[src/rtl/sici_pcs_syn_ctrl.sv]
`default_nettype none
// ============================================================================
// Module   : sici_pcs_syn_ctrl
// Purpose  : Receive-side PCS word alignment and frame synchronisation.
//            Hunts bit offsets of the raw deserializer stream until the 2-bit
//            sync header is valid, confirms lock over LCK_N consecutive valid
//            headers, then monitors windows of WIN_N headers and declares
//            loss when ERR_N of them are invalid.
// Revision : 1.0 - initial release
// ----------------------------------------------------------------------------
// Ports
//   Ck        in   clock
//   Rs        in   asynchronous reset, active low
//   CE        in   clock enable; every register holds while low
//   Raw_Dat_i in   unaligned word, bit FW-1 received first
//   PCS_Dat_o out  aligned word, sync header in [FW-1:FW-2]
//   Syn_OK    out  frame sync achieved
//   Lo_Syn    out  loss of sync, registered complement of Syn_OK
//   Slip_Pos  out  current alignment offset 0..FW-1
//   Slip      out  one-cycle pulse when Slip_Pos advances
//   Err_SH    out  one-cycle pulse per invalid header evaluated in SYNC
// ============================================================================
module sici_pcs_syn_ctrl #(
    parameter int FW    = 32,
    parameter int LCK_N = 32,
    parameter int WIN_N = 64,
    parameter int ERR_N = 16
) (
    input  logic                  Ck,
    input  logic                  Rs,
    input  logic                  CE,
    input  logic [FW-1:0]         Raw_Dat_i,
    output logic [FW-1:0]         PCS_Dat_o,
    output logic                  Syn_OK,
    output logic                  Lo_Syn,
    output logic [$clog2(FW)-1:0] Slip_Pos,
    output logic                  Slip,
    output logic                  Err_SH
);

    localparam int c_PW = $clog2(FW);
    localparam int c_IW = $clog2(2 * FW);
    localparam int c_LW = $clog2(LCK_N + 1);
    localparam int c_WW = $clog2(WIN_N + 1);
    localparam int c_EW = $clog2(ERR_N + 1);

    localparam logic [c_PW-1:0] c_POS_MAX = c_PW'(FW - 1);
    localparam logic [c_IW-1:0] c_WIN_MSB = c_IW'(2 * FW - 1);
    localparam logic [c_LW-1:0] c_LCK_N   = c_LW'(LCK_N);
    localparam logic [c_WW-1:0] c_WIN_N   = c_WW'(WIN_N);
    localparam logic [c_EW-1:0] c_ERR_N   = c_EW'(ERR_N);

    localparam logic [1:0] c_ST_HUNT    = 2'd0;
    localparam logic [1:0] c_ST_CONFIRM = 2'd1;
    localparam logic [1:0] c_ST_SYNC    = 2'd2;

    // ------------------------------------------------------------------
    // Registers
    // ------------------------------------------------------------------
    logic [1:0]      r_state;
    logic [FW-1:0]   r_prev;
    logic [FW-1:0]   r_pcs_dat;
    logic [c_PW-1:0] r_slip_pos;
    logic            r_slip;
    logic            r_err_sh;
    logic            r_syn_ok;
    logic            r_lo_syn;
    logic            r_blank;
    logic [c_LW-1:0] r_lock_cnt;
    logic [c_WW-1:0] r_win_cnt;
    logic [c_EW-1:0] r_err_cnt;

    // ------------------------------------------------------------------
    // Combinational
    // ------------------------------------------------------------------
    logic [2*FW-1:0] w_win;
    logic [c_IW-1:0] w_msb;
    logic [FW-1:0]   w_aligned;
    logic            w_sh_ok;
    logic [c_LW-1:0] w_lock_inc;
    logic [c_WW-1:0] w_win_inc;
    logic [c_EW-1:0] w_err_inc;
    logic [1:0]      w_state_nxt;
    logic            w_slip_nxt;
    logic            w_err_sh_nxt;
    logic            w_blank_nxt;
    logic [c_LW-1:0] w_lock_nxt;
    logic [c_WW-1:0] w_win_nxt;
    logic [c_EW-1:0] w_errc_nxt;
    logic [c_PW-1:0] w_slip_pos_nxt;

    // Two-word window: the aligned word starts Slip_Pos bits into the
    // previous raw word and borrows the remainder from the current one.
    assign w_win     = {r_prev, Raw_Dat_i};
    assign w_msb     = c_WIN_MSB - c_IW'(r_slip_pos);
    assign w_aligned = w_win[w_msb -: FW];

    assign w_sh_ok    = r_pcs_dat[FW-1] ^ r_pcs_dat[FW-2];
    assign w_lock_inc = r_lock_cnt + c_LW'(1);
    assign w_win_inc  = r_win_cnt + c_WW'(1);
    assign w_err_inc  = r_err_cnt + c_EW'(1);

    // ------------------------------------------------------------------
    // State register
    // ------------------------------------------------------------------
    always_ff @(posedge Ck or negedge Rs) begin
        if (!Rs) begin
            r_state <= c_ST_HUNT;
        end else if (CE) begin
            r_state <= w_state_nxt;
        end
    end

    // ------------------------------------------------------------------
    // Next-state logic. A blanked cycle carries a word picked at the old
    // offset, so it never drives a transition.
    // ------------------------------------------------------------------
    always_comb begin
        w_state_nxt = r_state;
        if (!r_blank) begin
            case (r_state)
                c_ST_HUNT: begin
                    if (w_sh_ok) begin
                        w_state_nxt = c_ST_CONFIRM;
                    end
                end
                c_ST_CONFIRM: begin
                    if (!w_sh_ok) begin
                        w_state_nxt = c_ST_HUNT;
                    end else if (w_lock_inc == c_LCK_N) begin
                        w_state_nxt = c_ST_SYNC;
                    end
                end
                c_ST_SYNC: begin
                    if (!w_sh_ok && (w_err_inc == c_ERR_N)) begin
                        w_state_nxt = c_ST_HUNT;
                    end
                end
                default: w_state_nxt = c_ST_HUNT;
            endcase
        end
    end

    // ------------------------------------------------------------------
    // Output / counter logic
    // ------------------------------------------------------------------
    always_comb begin
        w_slip_nxt   = 1'b0;
        w_err_sh_nxt = 1'b0;
        w_blank_nxt  = 1'b0;
        w_lock_nxt   = r_lock_cnt;
        w_win_nxt    = r_win_cnt;
        w_errc_nxt   = r_err_cnt;
        if (!r_blank) begin
            case (r_state)
                c_ST_HUNT: begin
                    if (w_sh_ok) begin
                        w_lock_nxt = c_LW'(1);
                    end else begin
                        w_slip_nxt  = 1'b1;
                        w_blank_nxt = 1'b1;
                    end
                end
                c_ST_CONFIRM: begin
                    if (!w_sh_ok) begin
                        w_slip_nxt  = 1'b1;
                        w_blank_nxt = 1'b1;
                        w_lock_nxt  = '0;
                    end else if (w_lock_inc == c_LCK_N) begin
                        w_lock_nxt = '0;
                        w_win_nxt  = '0;
                        w_errc_nxt = '0;
                    end else begin
                        w_lock_nxt = w_lock_inc;
                    end
                end
                c_ST_SYNC: begin
                    w_err_sh_nxt = ~w_sh_ok;
                    // Loss outranks the window boundary; both clear counters.
                    // Loss keeps the offset: the next invalid header in HUNT
                    // is what slips.
                    if ((!w_sh_ok && (w_err_inc == c_ERR_N)) || (w_win_inc == c_WIN_N)) begin
                        w_win_nxt  = '0;
                        w_errc_nxt = '0;
                    end else begin
                        w_win_nxt = w_win_inc;
                        if (!w_sh_ok) begin
                            w_errc_nxt = w_err_inc;
                        end
                    end
                end
                default: begin
                    w_lock_nxt = '0;
                end
            endcase
        end
        w_slip_pos_nxt = r_slip_pos;
        if (w_slip_nxt) begin
            w_slip_pos_nxt = (r_slip_pos == c_POS_MAX) ? '0 : r_slip_pos + c_PW'(1);
        end
    end

    // ------------------------------------------------------------------
    // Datapath, counters and registered outputs
    // ------------------------------------------------------------------
    always_ff @(posedge Ck or negedge Rs) begin
        if (!Rs) begin
            r_prev     <= '0;
            r_pcs_dat  <= '0;
            r_slip_pos <= '0;
            r_slip     <= 1'b0;
            r_err_sh   <= 1'b0;
            r_syn_ok   <= 1'b0;
            r_lo_syn   <= 1'b1;
            r_blank    <= 1'b0;
            r_lock_cnt <= '0;
            r_win_cnt  <= '0;
            r_err_cnt  <= '0;
        end else if (CE) begin
            r_prev     <= Raw_Dat_i;
            r_pcs_dat  <= w_aligned;
            r_slip_pos <= w_slip_pos_nxt;
            r_slip     <= w_slip_nxt;
            r_err_sh   <= w_err_sh_nxt;
            r_syn_ok   <= (w_state_nxt == c_ST_SYNC);
            r_lo_syn   <= (w_state_nxt != c_ST_SYNC);
            r_blank    <= w_blank_nxt;
            r_lock_cnt <= w_lock_nxt;
            r_win_cnt  <= w_win_nxt;
            r_err_cnt  <= w_errc_nxt;
        end
    end

    assign PCS_Dat_o = r_pcs_dat;
    assign Syn_OK    = r_syn_ok;
    assign Lo_Syn    = r_lo_syn;
    assign Slip_Pos  = r_slip_pos;
    assign Slip      = r_slip;
    assign Err_SH    = r_err_sh;

endmodule
`default_nettype wire
[config.mk]
export PLATFORM = sky130hd
export DESIGN_NAME = sici_pcs_syn_ctrl
export DESIGN_NICKNAME = d
export VERILOG_FILES = /design/src/rtl/sici_pcs_syn_ctrl.sv
export SDC_FILE = /design/constraint.sdc
export NUM_CORES = 1
export LEC_CHECK = 0
export CAP_MARGIN = 20
export CORE_ASPECT_RATIO = 0.5
export CORE_MARGIN = 2
export CORE_UTILIZATION = 45
export CTS_CLUSTER_SIZE = 20
export DETAILED_ROUTE_END_ITERATION = 10
export GPL_TIMING_DRIVEN = 0
export PLACE_DENSITY = 0.75
export SLEW_MARGIN = 40
export SYNTH_ARGS = -nofsm -noshare
export SYNTH_HDL_FRONTEND = slang
export SYNTH_SLANG_ARGS = --single-unit
[constraint.sdc]
create_clock -name Ck -period 3.2 [get_ports Ck]
set_input_delay 0.64 -clock Ck [delete_from_list [all_inputs] [get_ports Ck]]
set_output_delay 0.64 -clock Ck [all_outputs]
set_load 0.1 [all_outputs]
# After elaboration in Yosys (flattened, before gate mapping)
# Cells that the tools add are included.
[word_totals] ff_bits=93 latchBits=0 ram_bits=0 mem_bits_ro=0 inputBits=35 out_inout_bits=41 mem_count=0
[op_classes] add_sub_neg=5 n_mul=0 div_mod_pow=0 n_lt_le_gt_ge=0 n_eq_ne=12 shifts=1 muxes=25 bitwise_logic=4 reduce_logical=10
[op_table] operator="$shiftx 95x7->32" count=1
[op_table] operator="$mux 5" count=5
[op_table] operator="$mux 7" count=3
[op_table] operator="$mux 6" count=3
[op_table] operator="$pmux 6 s3" count=1
[op_table] operator="$pmux 7 s2" count=1
[op_table] operator="$add 5x1->5 const B" count=2
[op_table] operator="$eq 5x5->1 const B" count=2
[op_table] operator="$mux 2" count=5
[op_table] operator="$pmux 5 s2" count=1
[op_table] operator="$ne 2x2->1 const B" count=4
[op_table] operator="$add 7x1->7 const B" count=1
[op_table] operator="$eq 7x7->1 const B" count=1
[op_table] operator="$add 6x1->6 const B" count=1
[op_table] operator="$eq 6x6->1 const B" count=1
[op_table] operator="$pmux 2 s3" count=1
[op_table] operator="$reduce_and 6->1" count=1
[op_table] operator="$sub 6x5->6 const A" count=1
[op_table] operator="$mux 1" count=5
[op_table] operator="$reduce_and 5->1" count=1
[op_table] operator="$eq 2x2->1 const B" count=2
[op_table] operator="$reduce_and 4->1" count=1
[op_table] operator="$ne 3x3->1 const B" count=1
[op_table] operator="$not 1->1" count=3
[op_table] operator="9 further kinds" count=9

# Logic depth before layout (Yosys ltp)
[logic_depth] depth_word=7 ltp_mapped=10 ltp_nobuf=7

# Least setup slack after synthesis
# No wires, ideal clock.
[synth_path] path_kind="register -> register" startpoint="register r_slip_pos[2], in the netlist Slip_Pos[2]" endpoint="register r_slip_pos[0], in the netlist Slip_Pos[0]" setup_ps=125 arrival_ps=2473 path_slack_ps=602 path_stages_with_launch=9 path_buffers=4 path_cell_list="dfrtp_1 buf_4 buf_2 buf_4 buf_2 and3_1 ha_1 nor2_1 mux2_2"
[synth_between] elab_chain_cells=2
[synth_rtl] item="from (decl)" line_no="63" rtl="logic [c_PW-1:0] r_slip_pos;"
[synth_rtl] item="from (signal assigned)" line_no="222" rtl="r_slip_pos <= w_slip_pos_nxt;"
[synth_rtl] item="$eq 5x5->1" line_no="199" rtl="w_slip_pos_nxt = (r_slip_pos == c_POS_MAX) ? '0 : r_slip_pos + c_PW'(1);"
[synth_rtl] item="$mux 5" line_no="199"
# No other way between the ends.
# A chain may end at the register's enable or synchronous reset.

# Worst setup path in the final report
[layout_path] startpoint="register r_slip_pos[2], in the netlist Slip_Pos[2]" endpoint="register r_pcs_dat[23], in the netlist PCS_Dat_o[23]"
[layout_between] elab_chain_cells=2
[layout_rtl] item="$sub 6x5->6" line_no="95" rtl="assign w_msb = c_WIN_MSB - c_IW'(r_slip_pos);"
[layout_rtl] item="$shiftx 95x7->32" line_no="96" rtl="assign w_aligned = w_win[w_msb -: FW];"
[layout_rtl] item="to (signal assigned)" line_no="221" rtl="r_pcs_dat <= w_aligned;"
[layout_rtl] item="to (decl)" line_no="62" rtl="logic [FW-1:0] r_pcs_dat;"
# No other way between the ends.

==> impl_metrics.yaml <==
clock_network:
  cts_resized: 0
  clock-sinks: 93
  clockBufferDepth: 2
  clk_pin_slew_worst_paths_ns: 0.07
  clk_latency_ns: 0.35
  htree_num_levels: 3
  hold_buffers: 0
  cts_tree: "built"
  cts_buffers: 9
  cts_setup_buffers: 0
  clockRootBuffer: "clkbuf_16"
synthesis:
  ys_seq_area_share_pct: 34.4
  ys_seq_elements: 93
  synth_nets: 733
  yosys-top-cells-area: "dfrtp_1 34%, mux2_2 10%, mux2i_1 7.7%"
  yosysMostFrequentCell: "dfrtp_1"
  ys_types: 72
  synth-edff-count: 0
  synthFlopType: "dfrtp_1"
  synth_top_cell_by_area: "dfrtp_1"
  synthTopCellsByCount: "92 x dfrtp_1, 81 x nand2_1, 63 x mux2_2"
  ys_async_sr_fraction_pct: 100
  synth_warnings: 0
  syn_inst: 692
  syn_area_um2: 6780
  synth_top_area_share_pct: 34.0
  syn_avg_cell_area_um2: 9.79
timing:
  finalSetupViolations: 0
  rsz0062_at_grt: "false"
  slew_viol_final: 0
  setup-tns-final_ns: 0
  fin_skew_ns: 0.00812
  timing.final.crit_share_pct: 92.4
  max_slew_margin_pct: 36.0
  holdWs_ns: 0.184
  max_freq_ghz: 0.338
  fin_crit_ns: 2.96
  worst_slew_pin_slew_ns: 0.954
  hold_violations: 0
global_route:
  grt_pass1_wl_um: 36600
  grt_usage_pct: 30.2
  grt_max_degree: 61
  grt_overflow: 0
  grt_pass1_vias: 5961
  antenna_found_initial: 1
die:
  die_y_um: 90.8
  top_level_ports: 76
  die_x_um: 178
  dieArea_um2: 16100
  core_area_um2: 14600
  fp-row-count: 31
  initial_utilization_pct: 46.5
job:
  cap_violations: 0
detailed_routing:
  routed-via-count: 6309
  via_per_inst: 6.43
  drtIter0Drc: 741
  wl_per_cell_um: 24.6
  drc: 0
  wirelength_um: 24100
  ant_nets: 0
  drt_pass1_iterations: 6
setup_path:
  cp_data_arrival_time_ns: 3.20
  start_kind: "flip-flop"
  cp_data_required_time_ns: 3.45
  end_kind: "flip-flop"
  cp_max_fo: 10
  worst-setup-path-type: "flip-flop to flip-flop"
cells_and_area:
  antenna_cells: 0
  finalNetCount: 820
  layout-drive-gt1-share_pct: 22.9
  area_growth_pct: 16.8
hold_path:
  hp-class: "input pin to async pin"
place:
  hpwl_um: 18600
  place.gp.congestion: 0.982
  port_buffers: 75
status:
  status: "completed"
## critical path, stage by stage (launching register included)
cell      delay [ns]
dfrtp_1         0.50
buf_4           0.24
nand2_1         0.16
clkbuf_1        0.43
o21ai_0         0.18
a211oi_1        0.80
mux2i_1         0.27
o221ai_1        0.27
## cell type report
type	count	area, um2
buffer	58	322
clock buffer	9	225
clock inverter	6	93.8
fill	1327	6670
inverter	20	75.1
multi-input combinational	521	4050
sequential	93	2330
tap	198	248
timing repair buffer	76	574
## worst paths after layout
kind                                     from       endpoint  slack, ns  cells after the start
worst max register to register    Slip_Pos[2]  PCS_Dat_o[23]       0.24                      7
max in group asynchronous                  Rs         Lo_Syn       2.37                      2
worst min register to register  PCS_Dat_o[10]  PCS_Dat_o[10]       0.50                      2
worst min-delay path                       Rs      r_prev[3]       0.18                      1
min in group Ck                 PCS_Dat_o[10]  PCS_Dat_o[10]       0.50                      2
worst max-delay path              Slip_Pos[2]  PCS_Dat_o[23]       0.24                      7
## through the flow
step / setup slack (ns) / area, um2 / instances / utilization [%]
floorplan: 0.602 / 6780 / 692 / -
global placement: -1.96 / 7770 / 965 / 53.3
detailed placement: 0.377 / 7600 / 966 / 52.1
CTS: 0.481 / 7920 / 981 / 54.3
global route: 0.206 / 7920 / 981 / 54.3
finish: 0.244 / 7920 / 981 / 54.3
## cells in the final DEF, fill, tap and decap left out, types with 3 or more instances in the layout
cell type,count
a211o_1,8
a211oi_1,16
a21o_1,6
a21oi_1,18
a221o_1,24
a22o_1,6
a22oi_1,3
a311oi_1,3
and2_1,5
and3_1,10
buf_1,8
buf_2,55
buf_4,6
buf_6,8
clkbuf_1,22
clkbuf_16,9
clkdlybuf4s50_1,33
dfrtp_1,92
ha_1,6
inv_1,18
mux2_2,63
mux2_4,3
mux2i_1,52
mux4_2,12
nand2_1,81
nand2b_1,5
nand3_1,9
nor2_1,40
nor2b_1,10
nor3_1,3
o211ai_1,17
o21ai_0,27
o21ai_1,4
o221ai_1,23
o22ai_1,20
or2_2,4
## registers in the layout (all words and copies together) (netlist names)
register and cells:
PCS_Dat_o 32, r_prev 32, r_win_cnt 7, r_lock_cnt 6, Slip_Pos 5, r_err_cnt 5, r_state 2, Err_SH 1
Lo_Syn 1, Syn_OK 1, r_blank 1
## logic make-up after synthesis
group	Yosys count	share of synthesized area [%]
xor gates and xnor gates	4	0.794
adders and majority gates	6	1.11
AOI/OAI and AO/OA	195	21.7
DFF	93	34.4
buffers and inverters	78	5.85
muxes	132	23.3
and+or+nand+nor	184	12.9
## per-layer routing
metal / track usage, % / up-vias / wire length (um)
met2: 42.1 / 295 / 9850
met5: 0 / - / 0
met3: 6.86 / 40 / 2280
met1: 47.1 / 3165 / 11600
met4: 6.22 / 0 / 389
li1: - / 2809 / -
Power is left out: the tool's default activity adds up to more than one toggle a clock period on the data nets, which glitch-free logic cannot reach.
